$ cat src/rtl/cpu_pkg.sv
// Shared CPU definitions: run-state encoding, defaults and the
// control-flow class priority used by the branch/PC stage.
package cpu_pkg;

  localparam logic [31:0] RESET_PC_DEF = 32'h0000_0000;
  localparam int          OFF_W_DEF    = 27;

  typedef enum logic [1:0] {
    ST_IDLE = 2'd0,
    ST_RUN  = 2'd1,
    ST_HALT = 2'd2
  } state_e;

  typedef enum logic [2:0] {
    CLS_NONE = 3'd0,
    CLS_RET  = 3'd1,
    CLS_CALL = 3'd2,
    CLS_B    = 3'd3,
    CLS_BEQ  = 3'd4,
    CLS_BGT  = 3'd5,
    CLS_HLT  = 3'd6
  } cls_e;

  // Malformed decode (several classes high) resolves as
  // ret > call > b > beq > bgt > hlt.
  function automatic cls_e decode_cls(
    input logic is_ret,
    input logic is_call,
    input logic is_b,
    input logic is_beq,
    input logic is_bgt,
    input logic is_hlt
  );
    cls_e c;
    if (is_ret)       c = CLS_RET;
    else if (is_call) c = CLS_CALL;
    else if (is_b)    c = CLS_B;
    else if (is_beq)  c = CLS_BEQ;
    else if (is_bgt)  c = CLS_BGT;
    else if (is_hlt)  c = CLS_HLT;
    else              c = CLS_NONE;
    return c;
  endfunction

endpackage

$ cat src/rtl/branch_target_calc.sv
// Combinational branch target and next-PC selection for the
// branch/PC stage.
module branch_target_calc
  import cpu_pkg::*;
#(
  parameter int PC_W  = 32,
  parameter int OFF_W = OFF_W_DEF
) (
  input  logic [PC_W-1:0]  i_pc,
  input  logic [OFF_W-1:0] i_br_off,
  input  logic [PC_W-1:0]  i_ra_val,
  input  cls_e             i_cls,
  input  logic             i_adv,
  input  logic             i_eq,
  input  logic             i_gt,
  output logic [PC_W-1:0]  o_pc_plus4,
  output logic [PC_W-1:0]  o_next_pc,
  output logic             o_taken
);

  logic [PC_W-1:0] w_sext;
  logic [PC_W-1:0] w_tgt;

  assign w_sext     = {{(PC_W-OFF_W){i_br_off[OFF_W-1]}}, i_br_off};
  assign w_tgt      = i_pc + (w_sext << 2);
  assign o_pc_plus4 = i_pc + PC_W'(4);

  // Pick the redirect decision and the PC for next cycle.
  always_comb begin
    o_taken   = 1'b0;
    o_next_pc = i_pc;
    if (i_adv) begin
      unique case (i_cls)
        CLS_RET: begin
          o_taken   = 1'b1;
          o_next_pc = i_ra_val;
        end
        CLS_CALL, CLS_B: begin
          o_taken   = 1'b1;
          o_next_pc = w_tgt;
        end
        CLS_BEQ: begin
          o_taken   = i_eq;
          o_next_pc = i_eq ? w_tgt : o_pc_plus4;
        end
        CLS_BGT: begin
          o_taken   = i_gt;
          o_next_pc = i_gt ? w_tgt : o_pc_plus4;
        end
        CLS_HLT: o_next_pc = i_pc;
        default: o_next_pc = o_pc_plus4;
      endcase
    end
  end

endmodule

$ cat src/rtl/branch_pc_unit.sv
// Branch/PC stage: PC register, run/halt FSM, r15 link write,
// fetch flush pulse and retired/taken counters.
module branch_pc_unit
  import cpu_pkg::*;
#(
  parameter int              PC_W     = 32,
  parameter logic [PC_W-1:0] RESET_PC = PC_W'(RESET_PC_DEF),
  parameter int              OFF_W    = OFF_W_DEF
) (
  input  logic             clk,
  input  logic             reset,
  input  logic             start,
  input  logic             stall,
  input  logic             instr_valid,
  input  logic             isB,
  input  logic             isBeq,
  input  logic             isBgt,
  input  logic             isCall,
  input  logic             isRet,
  input  logic             isHlt,
  input  logic [OFF_W-1:0] br_off,
  input  logic [PC_W-1:0]  ra_val,
  input  logic             eq_flag,
  input  logic             gt_flag,
  output logic [PC_W-1:0]  pc,
  output logic [PC_W-1:0]  pc_plus4,
  output logic             ra_wr_en,
  output logic [PC_W-1:0]  ra_wr_data,
  output logic             taken,
  output logic             flush,
  output logic             halted,
  output logic [PC_W-1:0]  retired_cnt,
  output logic [PC_W-1:0]  taken_cnt
);

  state_e          r_state;
  logic [PC_W-1:0] r_pc;
  logic [PC_W-1:0] r_ret_cnt;
  logic [PC_W-1:0] r_tkn_cnt;
  logic            r_flush;

  logic            w_run;
  logic            w_adv;
  cls_e            w_cls;
  logic [PC_W-1:0] w_pc4;
  logic [PC_W-1:0] w_next;
  logic            w_taken;

  assign w_run = (r_state == ST_RUN);
  assign w_adv = w_run & instr_valid & ~stall;
  assign w_cls = decode_cls(isRet, isCall, isB,
                            isBeq, isBgt, isHlt);

  branch_target_calc #(
    .PC_W  (PC_W),
    .OFF_W (OFF_W)
  ) u_tgt (
    .i_pc       (r_pc),
    .i_br_off   (br_off),
    .i_ra_val   (ra_val),
    .i_cls      (w_cls),
    .i_adv      (w_adv),
    .i_eq       (eq_flag),
    .i_gt       (gt_flag),
    .o_pc_plus4 (w_pc4),
    .o_next_pc  (w_next),
    .o_taken    (w_taken)
  );

  assign pc          = r_pc;
  assign pc_plus4    = w_run ? w_pc4 : '0;
  assign ra_wr_en    = w_adv & (w_cls == CLS_CALL);
  assign ra_wr_data  = pc_plus4;
  assign taken       = w_taken;
  assign flush       = r_flush;
  assign halted      = (r_state == ST_HALT);
  assign retired_cnt = r_ret_cnt;
  assign taken_cnt   = r_tkn_cnt;

  // Run/halt FSM with PC, flush and counter updates.
  always_ff @(posedge clk or posedge reset) begin
    if (reset) begin
      r_state   <= ST_IDLE;
      r_pc      <= RESET_PC;
      r_flush   <= 1'b0;
      r_ret_cnt <= '0;
      r_tkn_cnt <= '0;
    end else begin
      r_flush <= w_taken;
      unique case (r_state)
        ST_IDLE: begin
          if (start && !stall) r_state <= ST_RUN;
        end
        ST_RUN: begin
          r_pc <= w_next;
          if (w_adv)
            r_ret_cnt <= r_ret_cnt + 1'b1;
          if (w_taken)
            r_tkn_cnt <= r_tkn_cnt + 1'b1;
          if (w_adv && w_cls == CLS_HLT)
            r_state <= ST_HALT;
        end
        ST_HALT: r_state <= ST_HALT;
        default: r_state <= ST_IDLE;
      endcase
    end
  end

endmodule

$ cat config.mk
export PLATFORM = sky130hd
export DESIGN_NAME = branch_pc_unit
export DESIGN_NICKNAME = d
export VERILOG_FILES = /design/src/rtl/cpu_pkg.sv /design/src/rtl/branch_target_calc.sv /design/src/rtl/branch_pc_unit.sv
export SDC_FILE = /design/constraint.sdc
export NUM_CORES = 1
export LEC_CHECK = 0
export BUFFER_PORTS_ARGS = -buffer_cell sky130_fd_sc_hd__buf_2
export CAP_MARGIN = 30
export CORE_ASPECT_RATIO = 0.9
export CORE_MARGIN = 4
export CORE_UTILIZATION = 35
export CTS_CLUSTER_DIAMETER = 60
export CTS_CLUSTER_SIZE = 8
export DETAILED_ROUTE_END_ITERATION = 16
export GPL_TIMING_DRIVEN = 0
export PLACE_DENSITY_LB_ADDON = 0.08
export SYNTH_ARGS = -nofsm -noshare
export SYNTH_HDL_FRONTEND = slang
export SYNTH_SLANG_ARGS = --single-unit
$ cat constraint.sdc
create_clock -name clk -period 3.1 [get_ports clk]
set_clock_uncertainty 0.2 [all_clocks]
set_input_delay 0.31 -clock clk [delete_from_list [all_inputs] [get_ports clk]]
set_output_delay 0.31 -clock clk [all_outputs]
set_load 0.03 [all_outputs]
==> flow_results.org, run 1 <==
** Timing
- Setup slack on the critical path of the routed design comes to -0.005409 ns.
- The number of failing hold endpoints at the final stage was 0.
- At the pin with the least slew margin, the transition time is just under 0.9 ns.
- Setup repair after global routing could not meet its margin everywhere.
- Fmax :: about 320 MHz
- The smallest clock period supported by the final layout is computed as 3.105 ns.
- Final clock period utilization by the worst path :: 1.002
- Max-slew headroom :: 0.4200
- Worst hold-check slack :: approximately 0.059 ns
- Count of pins over their slew limit :: 0
- Total setup violations reported at the end of the flow :: 1

** Logic synthesis
- sky130_fd_sc_hd__dfrtp_1 takes more of the synthesized area than any other cell.
- The synthesized netlist occupies a cell area of 0.007158 mm2.
- The share of the Yosys chip area taken by registers is 0.3461.
- Synth warnings :: 0
- The netlist uses a little under 70 different library cells.
- In this run, synthesis produced a sequential element count of roughly 100.
- Dominant cell by count in the synthesized netlist :: sky130_fd_sc_hd__dfrtp_1
- By count the netlist is led by sky130_fd_sc_hd__dfrtp_1, sky130_fd_sc_hd__nand2_1, sky130_fd_sc_hd__xnor2_1.
- Of the post-synthesis cell area, the dominant cell type holds 0.3461.
- Top post-synthesis cells by area :: sky130_fd_sc_hd__dfrtp_1, sky130_fd_sc_hd__xnor2_1, sky130_fd_sc_hd__ha_1
- Average cell area after synthesis :: 8.761 um2
- Count of flip-flops with a built-in enable after synthesis :: 0
- Prevailing post-synth register cell :: sky130_fd_sc_hd__dfrtp_1
- The number of nets handed over by synthesis was approximately 900.
- Synthesis produced slightly above 800 cells.
- For this run, asynchronously set or reset flops after synthesis account for 1.000.

** Placement
- The count of buffers added on input and output ports is approximately 230.
- Summed over all nets, the half-perimeter wirelength after detailed placement is about 19 mm.
- Routability-driven placement finished with a final weighted congestion of between 0.8 and 0.9.
- Prior to clock tree synthesis, the placed netlist has a worst setup slack of -0.4049 ns.
- Once placement completed, the tool counted placed cells totaling ~1300.

** Global routing
- Leftover overflow at the end of global routing :: 0
- Number of global-route vias before repair :: a little under 7000
- Overall Global Routing Usage :: 0.2142
- Antenna violations before repair :: 1
- First-pass GRT wire length :: ~39 mm
- Entering global routing, the biggest net connects 36 pins.

** Routing
- Total number of vias :: about 7200
- Routed length per instance :: about 18 um
- The routed design has between 20 and 30 mm of wire.
- Residual DRC :: 0
- First drt pass iteration count :: 5
- Per-cell via count in the routed design :: 5.253
- Antenna Violating Nets Remaining :: 0
- In this run, the number of DRC markers left after iteration 0 of detailed routing was around 360.

** Finish
- Of the cells placed in the final design, the portion with a size suffix greater than 1 is 0.3656.
- Number of standard cells in the layout, taps in and fillers out :: roughly 1400
- The area growth from synthesis to layout is 34.05%.
- For this run, the post-layout net count is ~1200.

** Flow run
- The tool flagged a number of max-cap violations equal to 0.

** Hold path
- The tightest min-delay check is of the in2reg type.

** Setup path
- Required arrival time at the worst endpoint :: about 2.6 ns
- STA classifies the critical path endpoint as an output pin.
- Crit-path max FO :: 6
- The critical path in this run is classified as reg2out.
- Data on the critical path arrives at its endpoint at 2.60 ns.
- Startpoint Class :: register

** Clocking
- Number of CTS-inserted buffers :: 9
- Insertion delay of the later-clocked pin in the worst-skew pair :: about 0.36 ns
- CTS saw 99 sinks.
- Clock-pin slew was measured on the worst setup and hold paths at 0.08 ns.
- The longest clock path from root to sink contains 2 buffers.
- CTS placed an instance of sky130_fd_sc_hd__clkbuf_16 at the clock tree root.
- TritonCTS built the clock tree.
- In this run the number of H-tree levels came out at 3.

** Power
- Maximum vdd ir drop :: between 0.4 and 0.5 mV
- Total leakage power :: roughly 4.7 nW
- Total design power :: 8.162 mW
- Total power per unit cell area :: roughly 850 mW/mm2

** Die
- Core Rows :: 49
- In this run the horizontal extent of the chip is 158.7 um.
- DIE AREA :: about 0.023 mm2
- Initial Util :: 0.3570
- In this run the count of I/O pins placed on the die edge is 236.
- Die Y :: approximately 140 um
- Core Footprint :: roughly 0.020 mm2

** Status
- Violations in the final reports :: negative setup slack
- Status :: complete, but fails checks
[cell usage in the layout, fill, tap and decap left out, types with 6 or more instances in the layout]
master	instances
sky130_fd_sc_hd__dfrtp_2	13
sky130_fd_sc_hd__nor2b_1	11
sky130_fd_sc_hd__xnor2_1	73
sky130_fd_sc_hd__ha_1	32
sky130_fd_sc_hd__clkbuf_1	20
sky130_fd_sc_hd__buf_2	228
sky130_fd_sc_hd__nor3_1	13
sky130_fd_sc_hd__a221oi_1	8
sky130_fd_sc_hd__and2_4	6
sky130_fd_sc_hd__inv_1	18
sky130_fd_sc_hd__and3_1	19
sky130_fd_sc_hd__and2_1	17
sky130_fd_sc_hd__clkbuf_16	9
sky130_fd_sc_hd__nor2b_2	6
sky130_fd_sc_hd__o21ai_1	11
sky130_fd_sc_hd__nor2_1	53
sky130_fd_sc_hd__dfrtp_1	86
sky130_fd_sc_hd__o21a_1	11
sky130_fd_sc_hd__a21oi_1	27
sky130_fd_sc_hd__a21o_1	11
sky130_fd_sc_hd__buf_6	6
sky130_fd_sc_hd__nand3_1	41
sky130_fd_sc_hd__nand2_1	90
sky130_fd_sc_hd__buf_4	66
sky130_fd_sc_hd__a22oi_1	6
sky130_fd_sc_hd__a222oi_1	7
sky130_fd_sc_hd__xor2_1	36
sky130_fd_sc_hd__o21ai_0	40
sky130_fd_sc_hd__nand4_1	16
[worst paths after layout]
| check | slack, ns | cells past startpoint | start | to |
|---|---|---|---|---|
| max in group asynchronous | 1.38 | 5 | reset | pc[25] |
| hold / removal | 0.06 | 3 | ra_val[20] | pc[20] |
| setup / recovery | -0.005 | 10 | pc[2] | ra_wr_data[28] |
| setup reg to reg | 0.08 | 12 | pc[2] | pc[22] |
| hold reg to reg | 0.27 | 1 | taken_cnt[31] | taken_cnt[31] |
| min in group asynchronous | 0.44 | 3 | reset | taken_cnt[11] |
[through the flow]
stage / util / TNS (ns) / cell area, um2
CTS: 0.4643 / -0.1580 / 9308
detailed placement: 0.4342 / -2.976 / 8705
global placement: 0.4322 / -2.814 / 8665
global route: 0.4786 / -0.4216 / 9595
floorplan: - / -0.1725 / 7174
finish: 0.4786 / -0.005409 / 9595
[state kept, by name, indices dropped and copies added (netlist names)]
signal       count
pc              32
retired_cnt     32
r_state          2
flush            1
taken_cnt       32
[layer usage]
layer / vias up / part of all wire / track usage
met5: - / 0 / 0
met1: 3456 / 0.47 / 0.3131
met3: 15 / 0.063 / 0.03728
li1: 3428 / - / -
met4: 0 / 0.010 / 0.04247
met2: 251 / 0.45 / 0.3372
[kinds of logic (layout without fill, tap and decap cells)]
| group | after synthesis | count (layout) | share of synthesized area |
|---|---|---|---|
| AOI/OAI and AO/OA | 174 | 174 | 0.1612 |
| other | 0 | 1 | 0 |
| DFF | 99 | 99 | 0.3461 |
| muxes | 8 | 8 | 0.01381 |
| and+or+nand+nor | 313 | 313 | 0.2222 |
| buffers and inverters | 77 | 365 | 0.05768 |
| adders and majority gates | 37 | 37 | 0.06572 |
| xor gates and xnor gates | 109 | 109 | 0.1334 |
[worst max-delay path, cell delays in order, from the launching register on]
cell and delay [ns]:
sky130_fd_sc_hd__dfrtp_2 0.44, sky130_fd_sc_hd__ha_4 0.16, sky130_fd_sc_hd__inv_1 0.05, sky130_fd_sc_hd__or3_1 0.39
sky130_fd_sc_hd__buf_6 0.16, sky130_fd_sc_hd__nor4_4 0.22, sky130_fd_sc_hd__nand4_1 0.19, sky130_fd_sc_hd__xnor2_1 0.16
sky130_fd_sc_hd__and2_1 0.18, sky130_fd_sc_hd__buf_4 0.13, sky130_fd_sc_hd__buf_4 0.15
[repair_timing]
item                       4_1_cts  5_1_grt
pin swaps                        7       13
hold endpoints to repair        33        0
setup endpoints to repair       47       46
hold buffers                     3        0
setup buffers                   18       16
resized for setup               39       43
[layout make-up]
class	count	area (um2)
diodes	1	2.502
plain buffers	57	344.1
clock buffers	9	225.2
clock inverters	7	73.82
fillers	2076	10450
inverters	19	75.07
multi-input cells	641	4527
flip-flops and latches	99	2494
well taps	255	319.1
repair buffers	273	1535
[power by group]
group	switching, mW	total (mW)	internal (mW)	leakage, nW
clock network	0.572	1.15	0.574	0.148
registers	0.440	2.00	1.56	1.29
logic	3.09	5.01	1.92	3.29
total	4.11	8.16	4.06	4.72
Note: power is estimated with default switching activity, not from simulation.
==> inputs of run 2 (changes only) <==
Settings changed: HOLD_SLACK_MARGIN from default to 0.12.
==> run 2 against run 1 <==
The run now ends clean. Via count rose by 0.27%. Design area rose by 1.9%. Die area did not move. Clock-buffer cell count did not move. Total power rose by 0.32%. Core utilization rose by 0.89 points. Sequential share of layout area fell by 0.47 points. Non-clock buffer count rose by 18. Critical endpoint unchanged. Largest cell class unchanged.
==> flow_results.org, run 2 (same netlist as run 1, synthesis figures left out) <==
** Status
- Status :: complete, no violations

** Hold path
- The worst hold path was traced through 5 stages.
- The startpoint identified for the worst hold timing path is ra_val[3].
- Worst hold path type :: in2reg

** Routing
- The detail route stage leaves a number of antenna-violating nets equal to 0.
- The pre-antenna-repair detailed-routing pass consisted of 5 iterations.
- Routed length per instance :: 18.30 um
- Per-cell via count in the routed design :: between 5 and 6
- Iter 0 DRT Violations :: between 300 and 400
- Total wire length after detailed routing :: roughly 25 mm
- Residual DRC :: 0
- The detailed router placed between 7000 and 8000 vias in this run.

** Finish
- Most common cell after layout, fill and taps aside :: sky130_fd_sc_hd__buf_2
- The library cells used most frequently in the layout, excluding fill and tap cells, are sky130_fd_sc_hd__buf_2, sky130_fd_sc_hd__nand2_1, sky130_fd_sc_hd__dfrtp_1.
- Of the cells placed in the final design, the portion with a size suffix greater than 1 is 0.3598.
- In the final design database the tool counted roughly 1200 nets.
- Relative to the synthesized area, the layout overhead comes to 36.53%.
- The number of antenna diodes in the final layout is 0.
- Final core utilization :: 0.4875

** Global routing
- Routing usage on met1 :: 0.3131
- For met3 alone, demand over resource in global routing was 0.03699.
- Largest net degree at the start of global routing :: 36
- Antenna violations before repair :: 0
- For this run, the total global-route usage over all layers was measured as 0.2153.
- Leftover overflow at the end of global routing :: 0
- First-pass GRT wire length :: 38.83 mm
- Number of global-route vias before repair :: approximately 7000
- met2 is the most crowded layer.
- Met2 Use GR :: 0.3428

** Die
- DIE AREA :: ~0.023 mm2
- Number of top-level pins :: approximately 240
- The floorplan has ~50 rows.
- In this run the vertical extent of the chip is 143.7 um.
- Horizontal extent of the die :: 158.7 um
- The initial utilization of the core area, before any placement, comes to 0.3570.
- The total area inside the core boundary comes to between 0.02 and 0.025 mm2.

** Setup path
- Most prevalent standard cell on the critical path :: sky130_fd_sc_hd__buf_4
- Walking the worst path, the cells encountered are ha_4 > inv_1 > or3_1 > buf_6 > nor4_4 > nand4_1 > xnor2_1 > and2_1 > buf_4 > buf_4.
- STA classifies the critical path startpoint as a register.
- Required arrival time at the worst endpoint :: 2.59 ns
- Depth of the worst register-to-register path :: 12
- The startpoint identified for the worst register-to-register timing path is pc[2].
- The slowest stage of the critical path belongs to the cell sky130_fd_sc_hd__dfrtp_2.
- The critical path is of the reg2out type.
- Stage delay of the slowest cell on the critical path :: ~0.44 ns
- Sort of element at the end of the critical path :: output pin
- In this run the number of cells on the critical path is 10.
- In this run the worst path has a maximum fanout of 6.
- Together, buffers and inverters on the worst path number 4.
- In this run the worst setup path begins at pc[2].
- Data arrives at the worst endpoint at 2.59 ns.
- The cell family contributing the most delay on the critical path is simple AND/OR/NAND/NOR gates.

** Flow run
- Max-Cap Viols :: 0

** Clocking
- The root buffer cell chosen for the clock tree is sky130_fd_sc_hd__clkbuf_16.
- At the later pin of the worst-skew pair, clock insertion delay measures 0.36 ns.
- Clock tree from TritonCTS :: done
- Clock-pin slew was measured on the worst setup and hold paths at about 0.08 ns.
- The clock passes through at most 2 buffers.
- The clock drives 99 sinks.
- Number of CTS-inserted buffers :: 9
- The H-tree was split into 3 levels.

** Power
- Across the VDD grid, the largest voltage drop is 0.4978 mV.
- Share of power burned in combinational logic :: 0.615
- Summed over all nets, the switching power comes to about 4.1 mW.
- P_int :: between 4 and 5 mW
- Power spread over the standard cell area amounts to about 840 mW/mm2.
- Clock Power Share :: 0.141
- Of the total power, registers draw 0.245.
- Of the total power, the share spent switching nets is 0.5028.
- Total leakage power :: around 4.8 nW

** Timing
- Total setup violations reported at the end of the flow :: 0
- The number of max-slew violations in the final report came to 0.
- At the pin with the least slew margin, the transition time is 0.8692 ns.
- RSZ-0062 raised after global routing :: true
- Of the available clock period, the critical path in the final layout requires 0.9994.
- Final period demand of the worst path :: 3.098 ns
- Headroom to the max-slew limit came out at 0.4206.
- Setup TNS :: 0 ns
- Based on the critical path, the design can be clocked at up to between 300 and 400 MHz.
- Final hold violation count :: 0

** Placement
- GPL Wtd Cong :: approximately 0.85
- Once detailed placement completed, the half-perimeter wirelength came to ~19 mm.
- Buffers placed on the I/O ports in this run total around 230.
[run 2: cell count changes in the layout (fill, tap and decap cells not counted), sizes merged]
| cell | delta |
|---|---|
| diode | -1 |
| dlygate4sd3 | +18 |
[run 2: layer usage]
layer	up-vias	part of all wire
met1	3457	0.48
met4	0	0.0081
met2	238	0.45
met5	-	0
met3	13	0.056
li1	3461	-
[run 2: through the flow]
stage | hold WS [ns] | power (mW) | cell area [um2] | std cells | setup slack [ns]
floorplan | 0.2605 | 5.170 | 7174 | 817 | -0.09591
global placement | 0.2607 | 6.479 | 8665 | 1306 | -0.3791
detailed placement | 0.2661 | 6.490 | 8705 | 1308 | -0.4049
CTS | 0.1201 | 7.929 | 9488 | 1362 | -0.04576
global route | 0.1790 | 8.743 | 9773 | 1378 | -0.08383
finish | 0.1376 | 8.188 | 9773 | 1378 | 0.002001
[run 2: path summary, 6_finish.rpt]
path / endpoint / slack, ns
max in group asynchronous: pc[25] / 1.39
worst max-delay path: ra_wr_data[28] / 0.002
worst max register to register: pc[22] / 0.08
min in group asynchronous: taken_cnt[11] / 0.43
worst min register to register: retired_cnt[31] / 0.28
worst min-delay path: pc[3] / 0.14
[run 2: what timing repair did]
item                                    CTS  global route
resized for setup                        39            43
hold endpoints to repair                 51             0
pin swaps                                 7            13
hold buffers                             21             0
buffers inserted                         18            16
endpoints found under the setup margin   47            46
[run 2: final cells by class]
class	count	area (um2)
sequential	99	2494
timing repair buffer	291	1715
tap	255	319.1
inverter	19	75.07
clock inverter	7	73.82
multi-input combinational	641	4527
clock buffer	9	225.2
buffer	57	344.1
fill	2055	10270
[run 2: worst register-to-register path: stages (launching register included)]
cell	delay, ns
sky130_fd_sc_hd__dfrtp_2	0.44
sky130_fd_sc_hd__ha_1	0.23
sky130_fd_sc_hd__inv_1	0.07
sky130_fd_sc_hd__fa_1	0.41
sky130_fd_sc_hd__nor2b_2	0.19
sky130_fd_sc_hd__o31ai_4	0.10
sky130_fd_sc_hd__a21oi_2	0.12
sky130_fd_sc_hd__buf_4	0.17
sky130_fd_sc_hd__a211oi_4	0.10
sky130_fd_sc_hd__a211o_1	0.38
sky130_fd_sc_hd__and3_1	0.20
sky130_fd_sc_hd__o21ai_1	0.18
sky130_fd_sc_hd__a21oi_1	0.10
[run 2: power groups by stage]
stage | Clock (mW) | Sequential [mW] | Combinational, mW
6_report | 1.15 | 2.00 | 5.03
3_3_place_gp | 0 | 2.04 | 4.44
2_1_floorplan | 0 | 2.39 | 2.78
5_1_grt | 1.23 | 2.05 | 5.46
4_1_cts | 1.19 | 2.00 | 4.74
3_5_place_dp | 0 | 2.05 | 4.44
